File: src/rtl/toggle_event_decoder.sv
// -----------------------------------------------------------------------------
// toggle_event_decoder
//
// Receive side of a toggle-handshake link. A sender in another clock domain
// flips tog_in once per event. This block brings that level into clk with a
// flop chain and turns each level change into one queued event. Events are
// handed to local logic over a valid/ready handshake. Every accepted event is
// acknowledged by flipping ack_tog back toward the sender.
//
// Parameters
//   SYNC_STAGES  synchronizer depth on tog_in (legal 2..4, default 2)
//   CNT_W        pending-counter width; capacity is 2^CNT_W-1 events
//
// Ports
//   clk        in   clock
//   reset      in   synchronous, active-high reset
//   tog_in     in   asynchronous toggle level from the sender
//   evt_valid  out  at least one event pending
//   evt_ready  in   consumer accepts one event this cycle
//   ack_tog    out  flips once per accepted event
//   pending    out  number of queued events (CNT_W bits)
//   overflow   out  sticky: an event arrived while the queue was full
//   total_cnt  out  16-bit count of accepted events (wraps)
//
// Optional build macro
//   TOG_DEC_GLITCH_FILTER_EN  adds one register after the synchronizer. A
//                             level is used only once it has been stable for
//                             two consecutive cycles, so a one-cycle pulse is
//                             rejected. Latency and the start-up (INIT)
//                             period each grow by one cycle.
// -----------------------------------------------------------------------------
module toggle_event_decoder #(
    parameter int SYNC_STAGES = 2,
    parameter int CNT_W       = 4
) (
    input  logic             clk,
    input  logic             reset,
    input  logic             tog_in,
    output logic             evt_valid,
    input  logic             evt_ready,
    output logic             ack_tog,
    output logic [CNT_W-1:0] pending,
    output logic             overflow,
    output logic [15:0]      total_cnt
);

    // Start-up period: long enough for the reset-time zeros to flush out of
    // the synchronizer (and the filter stage, if present). During this time
    // the edge detector is re-primed instead of producing events.
`ifdef TOG_DEC_GLITCH_FILTER_EN
    localparam int INIT_LEN = SYNC_STAGES + 2;
`else
    localparam int INIT_LEN = SYNC_STAGES + 1;
`endif

    localparam int               PRIME_W    = 3;
    localparam logic [PRIME_W-1:0] PRIME_LAST = PRIME_W'(INIT_LEN - 1);
    localparam logic [CNT_W-1:0] PEND_MAX   = '1;

    typedef enum logic {
        ST_INIT,
        ST_RUN
    } state_t;

    // -------------------------------------------------------------------------
    // Synchronizer chain
    // -------------------------------------------------------------------------
    logic sync_reg [SYNC_STAGES];
    logic s_last;

    generate
        for (genvar gi = 0; gi < SYNC_STAGES; gi++) begin : g_sync
            if (gi == 0) begin : g_first
                always_ff @(posedge clk) begin
                    if (reset) begin
                        sync_reg[gi] <= 1'b0;
                    end else begin
                        sync_reg[gi] <= tog_in;
                    end
                end
            end else begin : g_next
                always_ff @(posedge clk) begin
                    if (reset) begin
                        sync_reg[gi] <= 1'b0;
                    end else begin
                        sync_reg[gi] <= sync_reg[gi-1];
                    end
                end
            end
        end
    endgenerate

    assign s_last = sync_reg[SYNC_STAGES-1];

    // -------------------------------------------------------------------------
    // Optional glitch filter: the synchronized level counts only when it
    // matches its value one cycle earlier.
    // -------------------------------------------------------------------------
    logic level_ok;

`ifdef TOG_DEC_GLITCH_FILTER_EN
    logic s_filt_reg;

    always_ff @(posedge clk) begin
        if (reset) begin
            s_filt_reg <= 1'b0;
        end else begin
            s_filt_reg <= s_last;
        end
    end

    assign level_ok = (s_last == s_filt_reg);
`else
    assign level_ok = 1'b1;
`endif

    // -------------------------------------------------------------------------
    // Edge detect and handshake terms
    // -------------------------------------------------------------------------
    state_t             state_reg;
    logic [PRIME_W-1:0] prime_reg;
    logic               tog_prev_reg;
    logic [CNT_W-1:0]   pending_reg;
    logic               ack_tog_reg;
    logic               overflow_reg;
    logic [15:0]        total_cnt_reg;

    logic edge_det;
    logic evt_arrive;
    logic transfer;

    assign edge_det   = level_ok && (s_last ^ tog_prev_reg);
    // Edges seen while priming are artefacts of reset, not real events.
    assign evt_arrive = (state_reg == ST_RUN) && edge_det;
    // Valid comes only from the registered counter, never from the edge.
    assign evt_valid  = (pending_reg != '0);
    assign transfer   = evt_valid && evt_ready;

    // -------------------------------------------------------------------------
    // Control state machine and event bookkeeping
    // -------------------------------------------------------------------------
    always_ff @(posedge clk) begin
        if (reset) begin
            state_reg     <= ST_INIT;
            prime_reg     <= '0;
            tog_prev_reg  <= 1'b0;
            pending_reg   <= '0;
            ack_tog_reg   <= 1'b0;
            overflow_reg  <= 1'b0;
            total_cnt_reg <= '0;
        end else begin
            case (state_reg)
                ST_INIT: begin
                    // Follow the raw level so the first RUN cycle sees no
                    // difference, whatever level the sender was parked at.
                    tog_prev_reg <= s_last;
                    if (prime_reg == PRIME_LAST) begin
                        state_reg <= ST_RUN;
                    end else begin
                        prime_reg <= prime_reg + 1'b1;
                    end
                end
                ST_RUN: begin
                    if (level_ok) begin
                        tog_prev_reg <= s_last;
                    end
                end
                default: begin
                    state_reg <= ST_INIT;
                    prime_reg <= '0;
                end
            endcase

            // Arrival and departure in the same cycle cancel in the count;
            // a full queue can still take an event if one leaves that cycle.
            if (evt_arrive && !transfer) begin
                if (pending_reg == PEND_MAX) begin
                    overflow_reg <= 1'b1;
                end else begin
                    pending_reg <= pending_reg + 1'b1;
                end
            end else if (!evt_arrive && transfer) begin
                pending_reg <= pending_reg - 1'b1;
            end

            if (transfer) begin
                ack_tog_reg   <= ~ack_tog_reg;
                total_cnt_reg <= total_cnt_reg + 16'd1;
            end
        end
    end

    assign pending   = pending_reg;
    assign ack_tog   = ack_tog_reg;
    assign overflow  = overflow_reg;
    assign total_cnt = total_cnt_reg;

endmodule

File: config.mk
export PLATFORM = sky130hd
export DESIGN_NAME = toggle_event_decoder
export DESIGN_NICKNAME = d
export VERILOG_FILES = /design/src/rtl/toggle_event_decoder.sv
export SDC_FILE = /design/constraint.sdc
export NUM_CORES = 1
export LEC_CHECK = 0
export BUFFER_PORTS_ARGS = -buffer_cell sky130_fd_sc_hd__buf_2
export CAP_MARGIN = 20
export CORE_MARGIN = 8
export CORE_UTILIZATION = 53
export DETAILED_ROUTE_END_ITERATION = 8
export PLACE_DENSITY = 0.77
export SLEW_MARGIN = 20
export SYNTH_ARGS = -nofsm -noshare
export SYNTH_HDL_FRONTEND = slang
export SYNTH_SLANG_ARGS = --single-unit
File: constraint.sdc
create_clock -name clk -period 3 [get_ports clk]
set_input_delay 0.15 -clock clk [delete_from_list [all_inputs] [get_ports clk]]
set_output_delay 0.15 -clock clk [all_outputs]
set_load 0.03 [all_outputs]
==> summary.txt <==
result of the run -> finished clean
layout filler cell count -> 212
Post-synth ARST share -> 0%
most numerous cell types in the synthesized netlist -> sky130_fd_sc_hd__dfxtp_1 (29), sky130_fd_sc_hd__nor2_1 (20), sky130_fd_sc_hd__a21oi_1 (9), sky130_fd_sc_hd__nor2b_1 (9), sky130_fd_sc_hd__xnor2_1 (9)
flip-flop count of the largest register after layout -> 16
maximum number of pins on one net before global-route repair -> 35
Die Footprint -> 4430 um^2
clk_lat worst skew -> 0.34 ns
cells taking the most area after synthesis -> sky130_fd_sc_hd__dfxtp_1 (43%), sky130_fd_sc_hd__xnor2_1 (5.8%), sky130_fd_sc_hd__nor2_1 (5.5%), sky130_fd_sc_hd__ha_1 (4.6%), sky130_fd_sc_hd__nor2b_1 (4.2%)
number of global-route vias before repair -> 1087
data required time of the critical path -> 3.23 ns
Top-Level Pins -> 27
start-to-end type of the worst setup path -> reg2reg
Static Leak -> 0.663 nW
normalized max-slew margin -> 62.0%
CTS max path bufs -> 2
Fmax achieved -> 420 MHz
via total after detailed routing -> 1137
share of layout cells above drive strength 1 -> 22.9%
cell accounting for the most synthesized area -> sky130_fd_sc_hd__dfxtp_1
post-synth cell types -> 34
vias per cell -> 5.44
Initial DRC Count -> 79
synthesis-to-layout area growth -> 16.2%
Die X -> 66.6 um
Synth Net Count -> 158
overall power consumption -> 0.00128 W
final critical-path required period -> 2.38 ns
kind of end point of the critical path -> flop
critical path, cell by cell -> o41ai_2, nand3_1, ha_1, a21o_1, a21oi_1, mux2i_1, mux2_1
total buffers and inverters traversed by the critical path -> 0
Initial Util -> 55.2%
Remaining DRCs -> 0
average wire per cell in the routed design -> 13.3 um
first-pass iteration count of the detailed router -> 4
area share of the largest cell type after synthesis -> 42.8%
gr ovfl total -> 0
most frequent cell after synthesis -> sky130_fd_sc_hd__dfxtp_1
number of flops mapped to enable cells by yosys -> 0
n_diodes -> 0
Tightest Pin Transition -> 0.570 ns
total CTS buffers -> 5
Synth Flop Type -> sky130_fd_sc_hd__dfxtp_1
worst-case clock skew -> 0.0109 ns
Max stage delay cell, worst path -> sky130_fd_sc_hd__o41ai_2
max-cap viol count -> 0
die height -> 66.6 um
Worst VDD drop -> 0.688 mV
Pwr Density -> 814 nW/um^2
CTS sink cnt -> 29
Post-CTS Setup Bufs -> 0
CP delay by family, top -> compound AO/OA/AOI/OAI gates
placed wire-length estimate -> 1.97 mm
Netlist Area Pre-Place -> 1360 um^2
area inside the core boundary -> 2450 um^2
Synth Register Bits -> 29
quantity of gates resized following cts -> 0
pins over their slew limit -> 0
GRT Resource Usage Total -> 14.0%
Antenna Nets Post-Route -> 0
slack of the worst reg-to-reg path -> 0.62 ns
GP Congestion -> 0.882
clock tree from TritonCTS -> yes
clock tree root driver cell -> sky130_fd_sc_hd__clkbuf_4
count of warnings emitted by yosys -> 0
Avg Synthesized Cell Area -> 9.16 um^2
number of failing setup endpoints in the final timing report -> 0
count of nets after finishing -> 188
Hold Vio Cnt, Final -> 0
sequential element share of the synthesized area -> 42.8%
highest fanout seen on the critical path -> 7
startpoint class of the critical path -> flop
clock edge transition at the registers on the reported setup and hold paths -> 0.10 ns
RSZ-0062 raised after global routing -> false
count of hold-fix buffers inserted at cts -> 0
Cell Rows -> 18
type of the most critical hold path -> in2reg
overall routed net length -> 2.77 mm
number of antenna violations at the first check in global routing -> 0
number of cells produced by synthesis -> 148
Max stage delay on crit path -> 0.42 ns
number of H-tree levels -> 2
setup tns final -> 0 ns
Port Buffer Count -> 26
first-pass GRT wire length -> 4.69 mm
period utilization -> 79.4%
worst endpoint data arrival time -> 2.61 ns
==> routing by layer <==
| layer | track usage [%] | wire [um] |
|---|---|---|
| met5 | 0 | 0 |
| met3 | 7.72 | 218 |
| met2 | 22.7 | 1310 |
| met1 | 14.1 | 1190 |
| met4 | 7.47 | 56 |
==> kinds of logic (layout without fill, tap and decap cells) <==
logic type / after synthesis / after routing / synth area share [%]
adders and majority gates: 6 / 6 / 6.09
xor gates and xnor gates: 12 / 12 / 7.76
and+or+nand+nor: 63 / 63 / 25.6
DFF: 29 / 29 / 42.8
AOI/OAI and AO/OA: 22 / 22 / 10.4
muxes: 5 / 5 / 4.06
buffers and inverters: 11 / 42 / 3.23
==> cell type report <==
| type | count | area, um^2 | share of cell area [%] |
|---|---|---|---|
| clock inverter | 3 | 17.5 | 1.11 |
| tap | 30 | 37.5 | 2.38 |
| inverter | 6 | 22.5 | 1.43 |
| sequential | 29 | 581 | 36.9 |
| clock buffer | 5 | 37.5 | 2.38 |
| timing repair buffer | 28 | 148 | 9.38 |
| multi-input combinational | 108 | 731 | 46.4 |
==> cell usage in the layout, fill, tap and decap left out, types with 3 or more instances in the layout <==
cell type                  instances
sky130_fd_sc_hd__xor2_1            3
sky130_fd_sc_hd__inv_1             6
sky130_fd_sc_hd__nor2_1           20
sky130_fd_sc_hd__dfxtp_1          29
sky130_fd_sc_hd__clkbuf_4          5
sky130_fd_sc_hd__nor3b_1           3
sky130_fd_sc_hd__mux2_1            3
sky130_fd_sc_hd__a21oi_1           9
sky130_fd_sc_hd__or3_1             4
sky130_fd_sc_hd__buf_2            26
sky130_fd_sc_hd__nor3_1            4
sky130_fd_sc_hd__nor2b_1           9
sky130_fd_sc_hd__nand2_1           6
sky130_fd_sc_hd__o21ai_0           7
sky130_fd_sc_hd__xnor2_1           9
sky130_fd_sc_hd__ha_1              5
sky130_fd_sc_hd__nand3_1           7
==> path summary, 6_finish.rpt <==
check               from      endpoint  depth (start not counted)
max           pending[2]    pending[3]                          7
min                reset  total_cnt[8]                          2
max reg2reg   pending[2]    pending[3]                          7
min reg2reg  sync_reg[0]   sync_reg[1]                          1
==> metrics by stage <==
stage | utilization, % | cell area, um^2 | setup slack [ns] | std cells | hold WS [ns]
floorplan | - | 1360 | 0.454 | 148 | 0.278
global placement | 61.5 | 1510 | 0.767 | 200 | 0.366
detailed placement | 61.5 | 1510 | 0.681 | 200 | 0.367
CTS | 63.7 | 1560 | 0.644 | 208 | 0.00909
global route | 64.1 | 1570 | 0.512 | 209 | 0.302
finish | 64.1 | 1570 | 0.618 | 209 | 0.284
==> where the power goes <==
part           internal [W]  total (W)  switching (W)
clock             0.0000881   0.000234       0.000146
sequential         0.000447   0.000533      0.0000859
combinational      0.000206   0.000514       0.000309
total              0.000741    0.00128       0.000541
(Power assumes the default switching activity.)
